### config.mk
export PLATFORM = sky130hd
export DESIGN_NAME = data_stall_shim
export DESIGN_NICKNAME = d
export VERILOG_FILES = /design/src/rtl/data_stall_shim.sv
export SDC_FILE = /design/constraint.sdc
export NUM_CORES = 1
export LEC_CHECK = 0
export BUFFER_PORTS_ARGS = -buffer_cell sky130_fd_sc_hd__buf_2
export CAP_MARGIN = 20
export CORE_AREA = 2 2 116 84
export DETAILED_ROUTE_END_ITERATION = 6
export DIE_AREA = 0 0 118 86
export PLACE_DENSITY = 0.87
export SYNTH_ARGS = -nofsm -noshare
export SYNTH_HDL_FRONTEND = slang
export SYNTH_SLANG_ARGS = --single-unit
### constraint.sdc
create_clock -name clk -period 2.37 [get_ports clk]
set_input_delay 0 -clock clk [delete_from_list [all_inputs] [get_ports clk]]
set_output_delay 0 -clock clk [all_outputs]
set_load 0.05 [all_outputs]
### src/rtl/data_stall_shim.sv
// Single-outstanding shim between the RI5CY data port and the ram wrapper data port.
// Latency: grant at request+1+Dg, response at ram rvalid+1+Dr (Dg/Dr = 0 when stall_en_i low).
// Backpressure: ram grant withholding stretches ISSUE; core requests are ignored until IDLE.
//
// Ports:
//   clk, rstn                 clock, asynchronous active-low reset
//   stall_en_i                1 = apply GNT_DELAY / RVALID_DELAY, 0 = no extra delay
//   core_req_i .. core_wdata_i   core-side request and attributes
//   core_gnt_o, core_rvalid_o, core_rdata_o   core-side grant and response
//   mem_req_o .. mem_wdata_o     ram-side request, driven from latched attributes
//   mem_gnt_i, mem_rvalid_i, mem_rdata_i      ram-side grant and response
module data_stall_shim #(
  parameter int unsigned ADDR_WIDTH   = 22,
  parameter int unsigned DATA_WIDTH   = 32,
  parameter int unsigned GNT_DELAY    = 2,
  parameter int unsigned RVALID_DELAY = 1
) (
  input  logic                    clk,
  input  logic                    rstn,
  input  logic                    stall_en_i,
  input  logic                    core_req_i,
  input  logic [ADDR_WIDTH-1:0]   core_addr_i,
  input  logic                    core_we_i,
  input  logic [DATA_WIDTH/8-1:0] core_be_i,
  input  logic [DATA_WIDTH-1:0]   core_wdata_i,
  output logic                    core_gnt_o,
  output logic                    core_rvalid_o,
  output logic [DATA_WIDTH-1:0]   core_rdata_o,
  output logic                    mem_req_o,
  output logic [ADDR_WIDTH-1:0]   mem_addr_o,
  output logic                    mem_we_o,
  output logic [DATA_WIDTH/8-1:0] mem_be_o,
  output logic [DATA_WIDTH-1:0]   mem_wdata_o,
  input  logic                    mem_gnt_i,
  input  logic                    mem_rvalid_i,
  input  logic [DATA_WIDTH-1:0]   mem_rdata_i
);

  localparam logic [3:0] GNT_D = 4'(GNT_DELAY);
  localparam logic [3:0] RV_D  = 4'(RVALID_DELAY);

  typedef enum logic [2:0] {
    IDLE,
    WAIT_GNT,
    ISSUE,
    WAIT_RESP,
    HOLD,
    RESP
  } state_t;

  state_t                  state;
  logic [3:0]              cnt;
  logic [3:0]              dr_q;      // response delay sampled when leaving IDLE
  logic [ADDR_WIDTH-1:0]   addr_q;
  logic                    we_q;
  logic [DATA_WIDTH/8-1:0] be_q;
  logic [DATA_WIDTH-1:0]   wdata_q;
  logic [DATA_WIDTH-1:0]   rdata_q;
  logic                    req_q;     // high exactly while in ISSUE
  logic                    rvalid_q;  // high exactly while in RESP

  always_ff @(posedge clk or negedge rstn) begin
    if (!rstn) begin
      state    <= IDLE;
      cnt      <= 4'd0;
      dr_q     <= 4'd0;
      addr_q   <= '0;
      we_q     <= 1'b0;
      be_q     <= '0;
      wdata_q  <= '0;
      rdata_q  <= '0;
      req_q    <= 1'b0;
      rvalid_q <= 1'b0;
    end else begin
      case (state)
        IDLE: begin
          if (core_req_i) begin
            addr_q  <= core_addr_i;
            we_q    <= core_we_i;
            be_q    <= core_be_i;
            wdata_q <= core_wdata_i;
            // Both delays are frozen here; stall_en_i is not looked at again
            // until the next request leaves IDLE.
            dr_q    <= stall_en_i ? RV_D : 4'd0;
            if (stall_en_i && (GNT_D != 4'd0)) begin
              state <= WAIT_GNT;
              cnt   <= GNT_D - 4'd1;
            end else begin
              state <= ISSUE;
              req_q <= 1'b1;
            end
          end
        end

        WAIT_GNT: begin
          if (cnt == 4'd0) begin
            state <= ISSUE;
            req_q <= 1'b1;
          end else begin
            cnt <= cnt - 4'd1;
          end
        end

        ISSUE: begin
          if (mem_gnt_i) begin
            state <= WAIT_RESP;
            req_q <= 1'b0;
          end
        end

        WAIT_RESP: begin
          // Writes also wait here; their captured rdata is meaningless.
          if (mem_rvalid_i) begin
            rdata_q <= mem_rdata_i;
            if (dr_q != 4'd0) begin
              state <= HOLD;
              cnt   <= dr_q - 4'd1;
            end else begin
              state    <= RESP;
              rvalid_q <= 1'b1;
            end
          end
        end

        HOLD: begin
          if (cnt == 4'd0) begin
            state    <= RESP;
            rvalid_q <= 1'b1;
          end else begin
            cnt <= cnt - 4'd1;
          end
        end

        RESP: begin
          // A request present now is only seen once back in IDLE.
          state    <= IDLE;
          rvalid_q <= 1'b0;
        end

        default: begin
          state    <= IDLE;
          req_q    <= 1'b0;
          rvalid_q <= 1'b0;
        end
      endcase
    end
  end

  // Grant is passed straight through while the request is on the ram port.
  assign core_gnt_o    = req_q & mem_gnt_i;
  assign core_rvalid_o = rvalid_q;
  assign core_rdata_o  = rdata_q;

  assign mem_req_o   = req_q;
  assign mem_addr_o  = addr_q;
  assign mem_we_o    = we_q;
  assign mem_be_o    = be_q;
  assign mem_wdata_o = wdata_q;

endmodule
==> results.toml <==
[sta]
setup_ws_ns = 0.2682
hold_viol = 0
max_freq_mhz = 475.8
min_period_ns = 2.102
maxSlewHeadroom_pct = 59.49
worst_pin_slew_ns = 0.6077
setup_viol = 0
finClkSkew_ns = 0.008671
grt_setup_unrepaired = "no"
setup_tns_ns = 0
drv_slew = 0
finalCritPeriodShare_pct = 88.68

[synthesis]
syn_area_um2 = 4068
synth-main-ff-cell = "dfrtp_1"
yosys_warnings = 0
synthAdderAreaFrac_pct = 0.3076
syn_inst = 337
synth_cell_types = 38
synth_edf_count = 0
syn_area_per_cell_um2 = 12.07
ys_seq_area_share_pct = 62.13
synth_top_family_by_area = "multiplexers"
synth_compound_area_share_pct = 4.768
synthArstFlopShare_pct = 100.0
syn-num-nets = 435
synth_xor_area_share_pct = 0
synth_mux_area_share_pct = 17.63
synthSimpleGateAreaFrac_pct = 13.04
ys_ff_latch = 101

[place]
place_ws_ns = 0.2759
place.gp.congestion = 0.8019
port_buffers = 190
numPlacedInstances = 642
dpl.hpwl_mm = 7.028

[global_route]
grt.overflow.total = 0
antenna_found_initial = 0
grt_usage_pct = 25.63
grt_pass1_wl_mm = 20.33
grt_max_degree = 60
grt_pass1_vias = 4000

[floorplanning]
fp.coreArea_um2 = 8962
die_h_um = 86
die_width_um = 118
rows = 29
ioPinCount = 191
initial_utilization_pct = 45.39
dieArea_um2 = 10150

[clock_tree]
cts.sinks = 101
cts_made_buffers = 9
cts_setup_buffers = 0
clk_pin_slew_ns = 0.07
cts-root-buf = "clkbuf_16"
cts_tree = "built"
clk_path_buf_depth = 2
htreeDepth = 3
clk_latency_ns = 0.34

[layout]
synthToLayoutAreaGrowth_pct = 57.49
final_cells = 752
drive_gt1_share_pct = 44.27
nNetsFinal = 721
layout_common_cells = "buf_2, nand2_1, dfrtp_1"
antenna_cells = 0
final_common_cell = "buf_2"

[drt]
drc = 0
drt-total-wl_mm = 12.50
first_iter_violations = 199
vias = 3720
via_per_inst = 4.947
firstDrtPassIters = 5
wl_per_cell_um = 16.62
ant_nets = 0

[worst_setup_path]
cp-start-kind = "flop"
rr_startpoint = "state[2]"
crit_arrival_ns = 2.32
worst-path-max-fanout = 7
crit_path_end_kind = "flop"
crit_type = "reg -> reg"
critPathLaunch = "state[2]"
cp.required_ns = 2.59

[power]
p_sw_w = 0.005357
sw_frac_of_total_pct = 51.79
p_clk_share_pct = 13.1
ir_drop_uv = 996.1
combPwrFrac_pct = 57.0
leakage_nw = 3.235
p_per_area_nw_per_um2 = 1615
internal_power_w = 0.004986
seq_power_share_pct = 29.9

[status]
outcome = "complete, no violations"

[job]
max-cap-violations = 0

[worst_hold_path]
holdCritPathClass = "in -> reg"
min_from = "mem_rvalid_i"
## power groups by stage
stage | clock [W] | sequential [W] | combinational, W
after floorplan | 0 | 0.00578 | 0.00157
after global placement | 0 | 0.00300 | 0.00555
after detailed placement | 0 | 0.00304 | 0.00569
after CTS | 0.00140 | 0.00304 | 0.00580
after global routing | 0.00147 | 0.00319 | 0.00618
final | 0.00136 | 0.00309 | 0.00589
## logic make-up (layout without fill, tap and decap cells)
kind of cell / count (synthesis) / count (layout)
adder cells (fa/ha/maj): 1 / 1
multiplexers: 64 / 64
buffers and inverters: 20 / 311
flip-flops: 101 / 101
AO/OA/AOI/OAI: 27 / 27
AND/OR/NAND/NOR: 124 / 124
## metal layers
layer	part of all wire, %	vias up	global-route usage (%)
met3	8.6	22	8.311
met2	48	207	42.81
li1	-	1705	-
met1	41	1786	31.66
met4	1.8	0	9.200
met5	0	-	0
## synth_stat cells, types with 2 or more instances
library cell  number  area [um^2]
clkbuf_1           8        30.03
nor2_1             2        7.510
o22ai_1            2        12.51
inv_1              3        11.26
dfrtp_1          101         2527
mux2i_1            3        30.03
nand2b_1           7        43.79
o21ai_0            3        15.01
mux2_2            61        686.9
nor3_1             3        15.01
nand2_1          103        386.6
a21oi_1            6        30.03
buf_2              9        45.04
a21o_1             2        15.01
## per-stage QoR
step	power, W	hold WS (ns)	util (%)	cell area [um^2]
after global placement	0.008548	-0.07558	57.87	5186
after CTS	0.01024	0.05339	71.48	6406
final	0.01034	0.08037	71.48	6406
after detailed placement	0.008730	-0.06943	57.87	5186
after global routing	0.01084	0.08246	71.48	6406
after floorplan	0.007347	-0.2956	-	4068
## worst paths after layout
kind,endpoint,slack [ns],cells after the start
max,cnt[2],0.27,8
min,state[1],0.08,4
max reg2reg,cnt[2],0.27,8
min reg2reg,core_rdata_o[30],0.47,2
max in group asynchronous,mem_wdata_o[4],1.63,3
min in group asynchronous,core_rdata_o[28],0.09,2
## cell type report
type	instances	area, um^2
inverters	3	11.26
fillers	565	2556
clock buffers	11	242.7
clock inverters	5	36.28
multi-input cells	216	1454
well taps	124	155.1
repair buffers	292	1979
flip-flops and latches	101	2527
## repair_timing
action | CTS | global route
gates resized for setup | 0 | 0
hold buffers | 94 | 0
hold endpoints to repair | 194 | 0
## flip-flops by register name, indices dropped and copies added (netlist names)
name and flops:
mem_req_o 1, core_rvalid_o 1, mem_be_o 4, dr_q 1
cnt 4, mem_addr_o 22, state 3, core_rdata_o 32
mem_wdata_o 32, mem_we_o 1
## critical path, stage by stage, from the launching register on
cell and delay (ns):
dfrtp_1 0.37, nand2b_1 0.25, a21oi_1 0.30, mux2i_1 0.23, ha_1 0.22, nand2b_1 0.12
o211a_1 0.15, o32ai_1 0.09, a221o_1 0.26
Note: power is estimated with default switching activity, not from simulation.
